## src/rtl/sram_arb_pkg.sv

```systemverilog
// Shared types for the two-requester SRAM arbiter: response FSM states and
// requester ids used by the round-robin pointer.
package sram_arb_pkg;

  typedef enum logic [1:0] {
    IDLE   = 2'd0,
    RESP_I = 2'd1,
    RESP_D = 2'd2
  } resp_state_t;

  localparam logic ID_INST = 1'b0;
  localparam logic ID_DATA = 1'b1;

endpackage

```

## src/rtl/sram_arb_grant.sv

```systemverilog
// Grant selection between the inst and data requesters. Default build: data
// priority with an inst starvation override; ARB_ROUND_ROBIN_EN: round-robin.
module sram_arb_grant
  import sram_arb_pkg::*;
#(
  parameter int STARVE_LIMIT = 4
) (
  input  logic clk,
  input  logic resetn,
  input  logic inst_req,
  input  logic data_req,
  output logic grant_inst,
  output logic grant_data
);

`ifdef ARB_ROUND_ROBIN_EN
  logic last_winner;

  // NOTE: grants are gated by resetn so no request can leak onto the SRAM
  // while reset is held, even though the reset itself is synchronous.
  always_comb begin
    grant_inst = resetn && inst_req && (!data_req || last_winner == ID_DATA);
    grant_data = resetn && data_req && !grant_inst;
  end

  // NOTE: sequential state uses non-blocking assignments only, so every
  // register samples the pre-edge values regardless of block ordering.
  always_ff @(posedge clk) begin
    if (!resetn)         last_winner <= ID_DATA;
    else if (grant_inst) last_winner <= ID_INST;
    else if (grant_data) last_winner <= ID_DATA;
  end
`else
  logic [3:0] wait_cnt;
  logic       starved;

  assign starved = wait_cnt >= 4'(STARVE_LIMIT);

  // NOTE: grants are gated by resetn so no request can leak onto the SRAM
  // while reset is held, even though the reset itself is synchronous.
  always_comb begin
    grant_inst = resetn && inst_req && (!data_req || starved);
    grant_data = resetn && data_req && !grant_inst;
  end

  // NOTE: sequential state uses non-blocking assignments only, so every
  // register samples the pre-edge values regardless of block ordering.
  always_ff @(posedge clk) begin
    if (!resetn || !inst_req || grant_inst) wait_cnt <= '0;
    else if (wait_cnt != 4'hF)              wait_cnt <= wait_cnt + 4'd1;
  end
`endif

endmodule

```

## src/rtl/sram_arbiter.sv

```systemverilog
// Two-port (inst/data) arbiter onto one single-cycle SRAM, with a response
// FSM returning data_ok one cycle after addr_ok. Option: ARB_ROUND_ROBIN_EN.
module sram_arbiter
  import sram_arb_pkg::*;
#(
  parameter int ADDR_W       = 32,
  parameter int DATA_W       = 32,
  parameter int STARVE_LIMIT = 4
) (
  input  logic                  clk,
  input  logic                  resetn,
  input  logic                  inst_req,
  input  logic [DATA_W/8-1:0]   inst_wen,
  input  logic [ADDR_W-1:0]     inst_addr,
  input  logic [DATA_W-1:0]     inst_wdata,
  output logic                  inst_addr_ok,
  output logic                  inst_data_ok,
  output logic [DATA_W-1:0]     inst_rdata,
  input  logic                  data_req,
  input  logic [DATA_W/8-1:0]   data_wen,
  input  logic [ADDR_W-1:0]     data_addr,
  input  logic [DATA_W-1:0]     data_wdata,
  output logic                  data_addr_ok,
  output logic                  data_data_ok,
  output logic [DATA_W-1:0]     data_rdata,
  output logic                  sram_en,
  output logic [DATA_W/8-1:0]   sram_wen,
  output logic [ADDR_W-1:0]     sram_addr,
  output logic [DATA_W-1:0]     sram_wdata,
  input  logic [DATA_W-1:0]     sram_rdata
);

  logic        grant_inst;
  logic        grant_data;
  resp_state_t state;

  sram_arb_grant #(
    .STARVE_LIMIT(STARVE_LIMIT)
  ) u_grant (
    .clk       (clk),
    .resetn    (resetn),
    .inst_req  (inst_req),
    .data_req  (data_req),
    .grant_inst(grant_inst),
    .grant_data(grant_data)
  );

  assign inst_addr_ok = grant_inst;
  assign data_addr_ok = grant_data;
  assign sram_en      = grant_inst | grant_data;

  // NOTE: every output of this block gets a default first; a missed branch
  // would otherwise infer a latch.
  always_comb begin
    sram_wen   = '0;
    sram_addr  = '0;
    sram_wdata = '0;
    if (grant_data) begin
      sram_wen   = data_wen;
      sram_addr  = data_addr;
      sram_wdata = data_wdata;
    end else if (grant_inst) begin
      sram_wen   = inst_wen;
      sram_addr  = inst_addr;
      sram_wdata = inst_wdata;
    end
  end

  // The next state depends only on this cycle's grant, so back-to-back
  // grants simply chain responses with no idle cycle between them.
  always_ff @(posedge clk) begin
    if (!resetn)         state <= IDLE;
    else if (grant_inst) state <= RESP_I;
    else if (grant_data) state <= RESP_D;
    else                 state <= IDLE;
  end

  // resetn gating drops a pending response in the very cycle reset appears.
  assign inst_data_ok = resetn && (state == RESP_I);
  assign data_data_ok = resetn && (state == RESP_D);
  assign inst_rdata   = inst_data_ok ? sram_rdata : '0;
  assign data_rdata   = data_data_ok ? sram_rdata : '0;

endmodule

```

## config.mk

```make
export PLATFORM = sky130hd
export DESIGN_NAME = sram_arbiter
export DESIGN_NICKNAME = d
export VERILOG_FILES = /design/src/rtl/sram_arb_pkg.sv /design/src/rtl/sram_arb_grant.sv /design/src/rtl/sram_arbiter.sv
export SDC_FILE = /design/constraint.sdc
export NUM_CORES = 1
export LEC_CHECK = 0
export BUFFER_PORTS_ARGS = -buffer_cell sky130_fd_sc_hd__buf_2
export CELL_PAD_IN_SITES_DETAIL_PLACEMENT = 1
export CELL_PAD_IN_SITES_GLOBAL_PLACEMENT = 2
export CORE_MARGIN = 2
export CORE_UTILIZATION = 10
export DETAILED_ROUTE_END_ITERATION = 7
export PLACE_DENSITY = 0.95
export SYNTH_ARGS = -nofsm -noshare
export SYNTH_HDL_FRONTEND = slang
export SYNTH_SLANG_ARGS = --single-unit
```

## constraint.sdc

```tcl
create_clock -name clk -period 4.6 [get_ports clk]
set_clock_uncertainty 0.2 [all_clocks]
set_input_delay 0.92 -clock clk [delete_from_list [all_inputs] [get_ports clk]]
set_output_delay 0.92 -clock clk [all_outputs]
set_load 0.05 [all_outputs]
```

== Word-level counts from Yosys, hierarchy flattened ==
Cells that the tools add are included.
Cells by class
  $add $sub $neg: 1
  multiply operators: 0
  div/mod/pow operators: 0
  $lt $le $gt $ge: 1
  equality and inequality tests: 3
  shift-type cells: 0
  muxes and demuxes: 10
  bitwise logic cells: 2
  reduce and logical (&&, ||, !) cells: 14
Operator list (count)
  $mux 32: 6
  $mux 4: 2
  $logic_and 1x1->1: 6
  $add 4x1->4 const B: 1
  $ge 4x3->1 const B: 1
  $logic_not 1->1: 4
  $ne 4x4->1 const B: 1
  $logic_or 1x1->1: 3
  $eq 2x1->1 const B: 1
  $eq 2x2->1 const B: 1
  $mux 2: 1
  $reduce_or 2->1: 1
  $mux 1: 1
  $not 1->1: 1
  $or 1x1->1: 1
Storage, ports and cells
  bits in registers: 6
  latch bits: 0
  RAM bits: 0
  ROM bits: 0
  input bits: 172
  output and inout port bits: 137
  logic and storage cells: 34
  memories kept: 0

== Depth between registers and ports, before layout ==
  word-level depth: 7
  mapped depth: 6
  mapped depth without buffers: 3

== Modules after synthesis ==
A second synthesis with hierarchy kept.
Second synthesis, totals
  cell total of the unflattened synthesis: 222
  area total of the unflattened synthesis: 1387.6 µm²
By module, submodules not included
  sram_arbiter: times used 1, cells an instance 207, area an instance 1219.9 µm², sequential area each 40.0 µm²
  sram_arb_grant: times used 1, cells an instance 15, area an instance 167.7 µm², sequential area each 80.1 µm²

== Worst setup path after synthesis ==
Ideal clock, no wire load.
  path type: input port to output port
  start: input resetn
  end: output data_rdata[22]
  arrival: 2.267 ns
  data required time: 3.480 ns
  path slack: 1.213 ns
  stages on the path: 4
  buffers on the path: 1
  path through: nand2_1 > nor2_1 > clkbuf_1 > and2_1
Between the ends
  word-level cells in the longest chain between the ends: 2
RTL lines
  start, declared: RTL line sram_arbiter.sv:11  | input logic resetn,
  $logic_and 1x1->1: RTL line sram_arbiter.sv:80  | assign data_data_ok = resetn && (state == RESP_D);
  net data_data_ok: RTL line sram_arbiter.sv:24  | output logic data_data_ok,
  $mux 32: RTL line sram_arbiter.sv:82  | assign data_rdata = data_data_ok ? sram_rdata : '0;
  end, declared: RTL line sram_arbiter.sv:25  | output logic [DATA_W-1:0] data_rdata,
The timed path passes the listed nets, and every way through them passes these cells.

== Final worst setup path ==
  start: input resetn
  end: output sram_addr[27]
Between the ends
  word-level cells in the longest chain between the ends: 5
RTL lines
  $logic_and 1x1->1 (2 in series): RTL line sram_arb_grant.sv:42  | grant_inst = resetn && inst_req && (!data_req || starved);
  $logic_not 1->1: RTL line sram_arb_grant.sv:43  | grant_data = resetn && data_req && !grant_inst;
  $logic_and 1x1->1: RTL line sram_arb_grant.sv:43
  $mux 32 *: RTL line sram_arbiter.sv:58  | if (grant_data) begin
  end, declared: RTL line sram_arbiter.sv:28  | output logic [ADDR_W-1:0] sram_addr,
Mark *: on every way between the ends. The rest lies on a longest branch, timed or not.

==> run summary <==
Once the floorplan was initialized, standard cells occupied 10.14% of the core. The maximum number of pins on one net before global-route repair was 70; the average cell area after synthesis was 7.486 um2. The area growth from synthesis to layout is 132.7%. Total negative setup slack: 0 ns.

The CTS clock-pin slew for the worst setup and hold paths is 0.03 ns, and the wire length of the first global-routing pass is 13190 um. Before antenna repair, the detailed router went through 4 iterations. Counting every instance in the synthesized netlist gives 178. For the leftover overflow at the end of global routing, the log shows 0. By instance count, the cell type seen most on the critical path is sky130_fd_sc_hd__buf_2.

The clock root buffer was sky130_fd_sc_hd__clkbuf_16. Setup repair after global routing left no endpoint under its margin. For this block, the initial DRC count from the detailed router was 90. The core area is 13140 um2, and the worst-margin pin slew is 0.8740 ns. In this run the post-CTS setup repair buffer count came out at 0.

The number of warning messages in the yosys log was 0. The ratio of final minimum period to clock period was 77.41%; the number of max-slew violations in the final report was 0. The final layout contains 646 nets. The type of destination of the critical path is an output port. TritonCTS built the clock tree. In this run, distinct cell masters in the synthesized netlist total 19. Summed over all layers, the routed wires come to 9013 um. Pin placement for this block handled 309 I/O pins. Counting every sink on the clock net gives 6. The later pin in the worst-skew pair is clocked with a latency of 0.22 ns. The vertical die dimension is 119.4 um, and the total vias in the final route is 2559. The library cell used most frequently in the layout, excluding fill and tap cells, is sky130_fd_sc_hd__buf_2. The number of antenna diodes in the final layout is 0.

The run gives 1 as the number of H-tree levels. For the number of setup violations in the final report, the log shows 0. Detailed placement finished with a half-perimeter wire length of 7743 um. For the worst setup path, the data arrival time is 2.44 ns. Via count of the first global-routing pass: 2487.

At the end of routability-driven placement, the weighted congestion stood at 0.7508. The worst setup path is launched from an input pin. The critical path in this run is classified as input pin to output port. The synthesized design contains 6 register bits. On the critical path, the stage with the largest delay is an instance of sky130_fd_sc_hd__buf_4. Worst-path maximum fanout: 69. Static timing analysis puts the maximum clock frequency at 280.8 MHz.

The detail route stage leaves a number of antenna-violating nets equal to 0. Worst hold-check path type: flip-flop to flip-flop. The run gives 351 as the net count after synthesis. The flow ran to the end, and the final reports show no timing, DRC or antenna violations.

After detailed placement, the design holds a cell count of 644. In the routed layout, each cell is associated on average with a via count of 3.955. The synthesized area is 1333 um2, and the final routed DRC violation total is 0.

The longest clock path from root to sink contains 2 buffers. IR analysis of the VDD net gives a maximum drop of 0.1026 mV. The run gives 0 as the number of antenna violations at the first check in global routing. Summed over all cells, the static leakage comes to 1.986 nW. The number of hold buffers added after CTS was 0. Across every metal layer, demand over resource in global routing totals 11.47%. The number of max-cap violations is 0. In the layout the commonest cells are 308 x sky130_fd_sc_hd__buf_2, 68 x sky130_fd_sc_hd__a22o_1, 64 x sky130_fd_sc_hd__and2_1. Of the cells placed in the final design, the portion with a size suffix greater than 1 is 67.09%.

The signal on the critical path passes through buf_2 > nand2_1 > a21oi_4 > buf_4 > a22o_1 > buf_2. The CTS buffer count is 3, and the clock period minus worst slack is 3.561 ns. Excluding fillers, the count of instances in the completed layout stands at 647. Areal power density over the cells: 191.7 nW/um2. Measured against its own limit, the worst slew margin works out to 41.73%. Summing the sequential cell areas from Yosys gives 9.014% of the chip area. In this design, the stage delay of the slowest critical-path cell is 0.55 ns.

For the number of resized instances in the post-cts repair step, the log shows 0. Row generation in the floorplan step produced 42 rows. Dividing the detail-routed wire length by the instance count gives 13.93 um. The die covers 14260 um2. The port buffer count was 308; the floorplan die width was 119.4 um. For the count of final hold-check violations, the log shows 0. The required time of the critical path was 3.48 ns.
## routing by layer
layer	share of wire, %	GRT usage (%)	vias to the layer above
li1	-	-	1245
met3	10	3.784	8
met2	49	20.26	159
met4	1.5	2.206	0
met5	0	0	-
met1	40	13.60	1147
## stage by stage
step           setup slack, ns  hold slack (ns)  instance area (um2)  power [W]  utilization (%)
2_1_floorplan            1.213           0.1992                 1333  0.0003198                -
3_3_place_gp             1.021           0.2120                 3025  0.0004581            23.03
3_5_place_dp             1.056           0.2291                 3025  0.0004595            23.03
4_1_cts                  1.051           0.2336                 3100  0.0006016            23.60
5_1_grt                 0.9321           0.2448                 3100  0.0006245            23.60
6_report                 1.039           0.2322                 3100  0.0005943            23.60
## layout make-up
cell class / count / area [um2]
Inverter: 2 / 7.507
Fill cell: 1706 / 10040
Multi-Input combinational cell: 149 / 1101
Timing Repair Buffer: 311 / 1577
Tap cell: 176 / 220.2
Clock buffer: 3 / 75.07
Sequential cell: 6 / 120.1
## Yosys cell counts
cell	count	share of area (%)
sky130_fd_sc_hd__inv_1	2	0.56
sky130_fd_sc_hd__dfxtp_1	6	9.0
sky130_fd_sc_hd__ha_1	1	0.94
sky130_fd_sc_hd__a21oi_2	1	0.66
sky130_fd_sc_hd__o21a_1	1	0.56
sky130_fd_sc_hd__conb_1	1	0.28
sky130_fd_sc_hd__and3b_1	1	0.66
sky130_fd_sc_hd__buf_2	12	4.5
sky130_fd_sc_hd__a22o_1	68	45
sky130_fd_sc_hd__clkbuf_1	6	1.7
sky130_fd_sc_hd__nand4_1	1	0.47
sky130_fd_sc_hd__a21oi_1	1	0.38
sky130_fd_sc_hd__and3_1	2	0.94
sky130_fd_sc_hd__buf_4	1	0.56
sky130_fd_sc_hd__o21ai_1	1	0.38
sky130_fd_sc_hd__nor2_1	5	1.4
sky130_fd_sc_hd__nand2_1	2	0.56
sky130_fd_sc_hd__and2_1	64	30
sky130_fd_sc_hd__buf_6	2	1.7
## critical path, delay by kind of cell
| kind | cells | cell delay [ns] |
|---|---|---|
| AOI/OAI and AO/OA | 2 | 0.37 |
| buffers and inverters | 3 | 0.97 |
| and+or+nand+nor | 1 | 0.11 |
## power breakdown
| group | leakage, nW | total (W) | internal [W] | switching [W] |
|---|---|---|---|---|
| registers | 0.0492 | 0.0000549 | 0.0000541 | 0.000000789 |
| clock network | 0.0370 | 0.000138 | 0.000111 | 0.0000264 |
| logic | 1.90 | 0.000402 | 0.000125 | 0.000277 |
| total | 1.99 | 0.000594 | 0.000290 | 0.000304 |
## state kept, by name, summed over array words and instances, names as in the netlist
name and count:
state 2, u_grant.wait_cnt 4
## cells by family after synthesis
family	after synthesis	share of synthesized area [%]
compound gates	72	46.67
fa+ha+maj	1	0.9388
buf+inv	23	9.014
flops	6	9.014
other cells	1	0.2814
simple gates	75	34.08
## final timing paths
kind,startpoint,endpoint,cells past startpoint,slack (ns)
max,resetn,sram_addr[27],6,1.04
max reg2reg,u_grant.wait_cnt[2],u_grant.wait_cnt[0],3,3.42
min reg2reg,u_grant.wait_cnt[0],u_grant.wait_cnt[0],1,0.23
min,u_grant.wait_cnt[0],u_grant.wait_cnt[0],1,0.23
Power figures use the tool's default switching activity.
